## config.mk

```make
export PLATFORM = sky130hd
export DESIGN_NAME = reset_request_seq
export DESIGN_NICKNAME = d
export VERILOG_FILES = /design/src/rtl/reset_request_seq.sv
export SDC_FILE = /design/constraint.sdc
export NUM_CORES = 1
export LEC_CHECK = 0
export CAP_MARGIN = 10
export CORE_UTILIZATION = 40
export CTS_CLUSTER_SIZE = 25
export DETAILED_ROUTE_END_ITERATION = 8
export GPL_TIMING_DRIVEN = 1
export MAX_ROUTING_LAYER = met4
export PLACE_DENSITY = 0.74
export SYNTH_ARGS = -nofsm -noshare
export SYNTH_HDL_FRONTEND = slang
export SYNTH_SLANG_ARGS = --single-unit
```

## constraint.sdc

```tcl
create_clock -name CLK -period 5.1 [get_ports CLK]
set_input_delay 1.275 -clock CLK [delete_from_list [all_inputs] [get_ports CLK]]
set_output_delay 1.275 -clock CLK [all_outputs]
set_load 0.1 [all_outputs]
```

## src/rtl/reset_request_seq.sv

```systemverilog
// Reset request sequencer: arbitrates software requests and a kickable watchdog
// into a fixed-length ASSERT_OUT pulse followed by a refusal (cooldown) window.
module reset_request_seq #(
    parameter int LEN_W       = 8,
    parameter int DEFAULT_LEN = 4,
    parameter int COOLDOWN    = 8,
    parameter int WDOG_W      = 16
) (
    input  logic              CLK,
    input  logic              RST,
    input  logic              REQ_VALID,
    input  logic [LEN_W-1:0]  REQ_LEN,
    output logic              REQ_READY,
    input  logic              WDOG_EN,
    input  logic [WDOG_W-1:0] WDOG_LIMIT,
    input  logic              WDOG_KICK,
    output logic              ASSERT_OUT,
    output logic              BUSY,
    output logic [1:0]        CAUSE,
    input  logic              CAUSE_CLR,
    output logic [7:0]        RST_COUNT
);

    localparam int                CW      = (COOLDOWN > 1) ? $clog2(COOLDOWN + 1) : 1;
    localparam logic [LEN_W-1:0]  DEF_LEN = LEN_W'(DEFAULT_LEN);
    localparam logic [CW-1:0]     COOL_LD = CW'(COOLDOWN);
    localparam logic [WDOG_W-1:0] WD_ONE  = WDOG_W'(1);

    typedef enum logic [1:0] {IDLE, ASSERT, COOL} state_t;

    state_t            state;
    logic [LEN_W-1:0]  cnt;
    logic [CW-1:0]     cool_cnt;
    logic [WDOG_W-1:0] wdog_cnt;
    logic              wdog_on;
    logic              wdog_exp;

    assign wdog_on   = WDOG_EN && (WDOG_LIMIT != '0);
    // >= rather than == so a limit lowered below the running count still fires
    assign wdog_exp  = wdog_on && !WDOG_KICK && (wdog_cnt >= WDOG_LIMIT - WD_ONE);
    assign REQ_READY = (state == IDLE) && !RST;

    always_ff @(posedge CLK) begin
        if (RST) begin
            state      <= IDLE;
            cnt        <= '0;
            cool_cnt   <= '0;
            wdog_cnt   <= '0;
            ASSERT_OUT <= 1'b0;
            BUSY       <= 1'b0;
            CAUSE      <= 2'b00;
            RST_COUNT  <= 8'd0;
        end else begin
            // a cause set later in this block overrides the clear
            if (CAUSE_CLR)
                CAUSE <= 2'b00;
            case (state)
                IDLE: begin
                    if (REQ_VALID) begin
                        state      <= ASSERT;
                        ASSERT_OUT <= 1'b1;
                        BUSY       <= 1'b1;
                        cnt        <= (REQ_LEN == '0) ? DEF_LEN : REQ_LEN;
                        CAUSE      <= 2'b01;
                        wdog_cnt   <= '0;
                    end else if (wdog_exp) begin
                        state      <= ASSERT;
                        ASSERT_OUT <= 1'b1;
                        BUSY       <= 1'b1;
                        cnt        <= DEF_LEN;
                        CAUSE      <= 2'b10;
                        wdog_cnt   <= '0;
                    end else if (!wdog_on || WDOG_KICK) begin
                        wdog_cnt <= '0;
                    end else begin
                        wdog_cnt <= wdog_cnt + WD_ONE;
                    end
                end
                ASSERT: begin
                    wdog_cnt <= '0;
                    if (cnt == LEN_W'(1)) begin
                        ASSERT_OUT <= 1'b0;
                        cnt        <= '0;
                        if (RST_COUNT != 8'hFF)
                            RST_COUNT <= RST_COUNT + 8'd1;
                        if (COOLDOWN == 0) begin
                            state <= IDLE;
                            BUSY  <= 1'b0;
                        end else begin
                            state    <= COOL;
                            cool_cnt <= COOL_LD;
                        end
                    end else begin
                        cnt <= cnt - LEN_W'(1);
                    end
                end
                COOL: begin
                    wdog_cnt <= '0;
                    if (cool_cnt <= CW'(1)) begin
                        state    <= IDLE;
                        BUSY     <= 1'b0;
                        cool_cnt <= '0;
                    end else begin
                        cool_cnt <= cool_cnt - CW'(1);
                    end
                end
                default: begin
                    state      <= IDLE;
                    ASSERT_OUT <= 1'b0;
                    BUSY       <= 1'b0;
                end
            endcase
        end
    end

endmodule

```

==> summary.log <==
[status] run status completed
[floorplan] number of top-level pins 43
[logic_synthesis] Post-synth ARST share 0%
[power_and_ir_drop] power density over the cells 289 nW/um^2
[logic_synthesis] count of state elements after synthesis 42
[power_and_ir_drop] fraction of power consumed by combinational cells 40.5%
[clock_network] clock latency reported for the late side of the worst-skew pair 0.30 ns
[sta] slew of the pin with the lowest slew margin 0.988 ns
[floorplan] Die Ht 87.2 um
[logic_synthesis] cell taking the most area after synthesis dfxtp_1
[clock_network] clock transition at the register clock pins on the worst setup and hold paths after CTS 0.08 ns
[logic_synthesis] synth top area cells dfxtp_1 29%, ha_1 12%, a21oi_1 4.8%
[cells_and_area] share of cells above drive strength 1 8.02%
[global_routing] GR Util met3 3.79%
[setup_path] maximum fanout count along the critical path 16
[floorplan] number of cell rows 30
[global_routing] met1 Resource Use GR 20.9%
[route] Routed wire per std cell 13.3 um
[global_routing] first-pass GRT wire length 11200 um
[power_and_ir_drop] clock share of power 20.8%
[sta] hold violation count in the final report 0
[logic_synthesis] main flop type after synthesis dfxtp_1
[setup_path] cells traversed along the worst timing path clkdlybuf4s50_1 -> inv_1 -> ha_1 -> or4b_1 -> nor4_1 -> xnor2_1 -> ha_1 -> nand4_1 -> nor2_1 -> or3_1 -> or3b_4 -> a31o_4 -> a21bo_2 -> a21oi_1
[power_and_ir_drop] leakage power total 1.35 nW
[route] DRC violations left 0
[place] total placed cells including tap cells 487
[logic_synthesis] Avg Cell Area, Syn 8.30 sq um
[logic_synthesis] post-synth top area share 28.9%
[setup_path] kind of critical path input pin to flip-flop
[cells_and_area] fin util 51.6%
[route] number of routed nets with antenna violations 0
[sta] Final period util 93.0%
[sta] slack of the critical path 0.355 ns
[route] number of design-rule violations left by the first detailed-router iteration 70
[cells_and_area] layout overhead on the synthesized area 22.6%
[sta] final total negative setup slack 0 ns
[clock_network] TritonCTS buffer count 5
[floorplan] area of the core 6910 sq um
[clock_network] buffers inserted by post-CTS timing repair 0
[power_and_ir_drop] register share of total power 38.7%
[clock_network] quantity of hold-fixing buffers added after cts 0
[logic_synthesis] Synth Net Count 407
[place] Detailed Place HPWL 5070 um
[place] worst setup timing slack at the placement stage 0.0323 ns
[logic_synthesis] Yosys warnings 0
[logic_synthesis] cell count after synthesis 350
[route] number of iterations in the first detailed-routing pass 4
[clock_network] post-CTS sizing 0
[floorplan] die span in x 87.2 um
[cells_and_area] Final nets 455
[clock_network] buffer cell driving the clock tree root clkbuf_8
[logic_synthesis] post-synth cell types 55
[power_and_ir_drop] maximum vdd ir drop 0.264 mV
[clock_network] buffers from clock root to sink, at most 2
[global_routing] Congestion Overflow GR 0
[global_routing] global-route layer with the greatest usage met2
[route] via count normalized by instance count 5.49
[global_routing] number of antenna violations at the first check in global routing 0
[global_routing] vias in the first global route 2626
[clock_network] sink count of the clock tree 42
[floorplan] die area 7610 sq um
[cells_and_area] number of non-filler instances in the completed layout 495
[sta] total of endpoints with negative setup slack in the final report 0
[cells_and_area] ant diodes 0
[global_routing] met2 track demand over resource 33.5%
[logic_synthesis] number of enable flip-flop cells after synthesis 0
[logic_synthesis] register area share after synthesis 28.9%
[power_and_ir_drop] switching share of total power 40.0%
[sta] Max transition margin 34.0%
[sta] final count of pins violating max slew 0
[setup_path] largest stage delay on the critical path 0.54 ns
[logic_synthesis] dominant combinational cell family by area after synthesis simple AND/OR/NAND/NOR gates
[global_routing] largest net degree at the start of global routing 28
[clock_network] CTS tree built
[setup_path] crit path max-delay cell type or4b_1
[setup_path] Critical Path Source Type input pin
[sta] Min Clock Period, post-route 4.74 ns
[sta] worst-case clock skew 0.00647 ns
[clock_network] H-tree levels 2
[place] final weighted congestion in routability-driven placement 0.857
[logic_synthesis] fraction of synthesized cell area in xor and xnor cells 6.63%
[setup_path] CP Data Required Time 5.34 ns
[setup_path] crit path buf inv count 2
[route] via total after detailed routing 2719
[setup_path] CP Data Arrival Time 4.99 ns
[route] wire length after detailed routing 6600 um
[logic_synthesis] fraction of the mapped netlist area in simple logic gates 26.8%
[logic_synthesis] complex-gate fraction of the synthesized area 21.4%
[logic_synthesis] mux share of post-synthesis cell area 0.689%
[sta] RSZ-0062 raised after global routing false
[logic_synthesis] share of synthesized cell area in full adder, half adder and majority cells 11.6%
[min_path] class of the most critical hold timing path flip-flop to flip-flop
[setup_path] CP Capture Type flip-flop
[global_routing] overall fraction of global-route tracks in use 18.8%
[sta] top achievable clock speed 211 MHz
[power_and_ir_drop] net switching power figure 413 uW
[place] count of buffers inserted at the top-level ports 42
[setup_path] Worst path most repeated cell ha_1
[floorplan] effective utilization at floorplan 42.1%
[setup_path] family with the most delay on the worst path simple AND/OR/NAND/NOR gates
[power_and_ir_drop] internal power of the cells 618 uW
[flow_run] total of max-cap violations 0
[logic_synthesis] area of the mapped netlist 2910 sq um
[state kept, by name, indices dropped and copies added (netlist names)]
register,count
wdog_cnt,16
RST_COUNT,8
cnt,8
cool_cnt,4
CAUSE,2
state,2
ASSERT_OUT,1
BUSY,1
[worst reg2reg max path, stage by stage (launching register included)]
cell and delay [ns]:
dfxtp_1 0.43, inv_1 0.07, ha_1 0.27, nand2b_1 0.15, a2111oi_2 0.47, nor4b_4 0.09
or3b_4 0.44, a31o_4 0.31, a21bo_2 0.20, a21oi_1 0.12
[layer usage]
metal  up-vias  part of all wire, %
li1       1391                    -
met1      1264                   45
met2        51                   49
met3        13                  4.5
met4         0                  1.8
met5         -                    0
[power by group through the flow]
stage / Combinational [mW] / Sequential, mW / Clock, mW
2_1_floorplan: 0.272 / 0.446 / 0
3_3_place_gp: 0.405 / 0.405 / 0
3_5_place_dp: 0.414 / 0.406 / 0
4_1_cts: 0.418 / 0.398 / 0.222
5_1_grt: 0.463 / 0.404 / 0.231
6_report: 0.417 / 0.399 / 0.215
[cells by family after synthesis]
logic type               Yosys count
multiplexers                       2
XOR/XNOR                          22
buffers and inverters             27
AO/OA/AOI/OAI                     92
AND/OR/NAND/NOR                  138
flip-flops                        42
adder cells (fa/ha/maj)           27
[synthesized netlist by cell type, types with 2 or more instances]
library cell	n
nand2_1	31
nor2_1	33
a22oi_1	5
o21ai_0	16
xnor2_1	11
ha_1	27
a21o_1	2
nor4_1	6
dfxtp_1	42
a22o_1	2
nor3_1	16
or4_1	3
nor4b_4	2
nand3_1	10
o41ai_1	2
xor2_1	11
nor2b_1	5
o31ai_1	2
a21boi_0	2
and3_1	2
or3_1	6
a31oi_1	12
nor4_4	2
inv_1	16
a211oi_1	6
a21oi_1	28
nand3b_1	2
nand2b_1	5
nand4_1	4
and2_1	2
buf_2	4
clkbuf_1	5
nor3b_1	2
and4_1	2
mux2i_1	2
a41oi_1	3
[path summary, 6_finish.rpt]
| kind | start | endpoint | slack [ns] | depth (start not counted) |
|---|---|---|---|---|
| max | WDOG_LIMIT[0] | cnt[6] | 0.36 | 14 |
| min | wdog_cnt[13] | wdog_cnt[13] | 0.49 | 1 |
| max reg2reg | wdog_cnt[0] | cnt[6] | 2.50 | 9 |
| min reg2reg | wdog_cnt[13] | wdog_cnt[13] | 0.49 | 1 |
[through the flow]
stage	hold slack, ns	power, mW	cell area (sq um)
final	0.493	1.03	3560
after global routing	0.514	1.10	3560
after CTS	0.494	1.04	3560
after detailed placement	0.477	0.820	3480
after global placement	0.485	0.810	3480
after floorplan	0.443	0.718	2910
[cell usage in the layout, fill, tap and decap left out, types with 3 or more instances in the layout]
cell,count
a31oi_1,12
ha_1,27
nor2b_1,5
clkdlybuf4s50_1,41
nand3_1,10
xnor2_1,11
or4_1,3
inv_1,16
a21oi_1,28
dfxtp_1,42
xor2_1,11
a41oi_1,3
or3_1,6
a211oi_1,6
a22oi_1,5
buf_4,10
nor4_1,6
nand4_1,4
nand2b_1,5
o21ai_0,16
nor2_1,33
nand2_1,31
nor3_1,16
clkbuf_8,5
[cell type report]
type | count | area [sq um]
clock buffers | 6 | 72.6
multi-input cells | 281 | 1950
inverters | 16 | 60.1
repair buffers | 52 | 505
flip-flops and latches | 42 | 841
well taps | 96 | 120
fillers | 686 | 3340
clock inverters | 2 | 13.8
(Power assumes the default switching activity.)
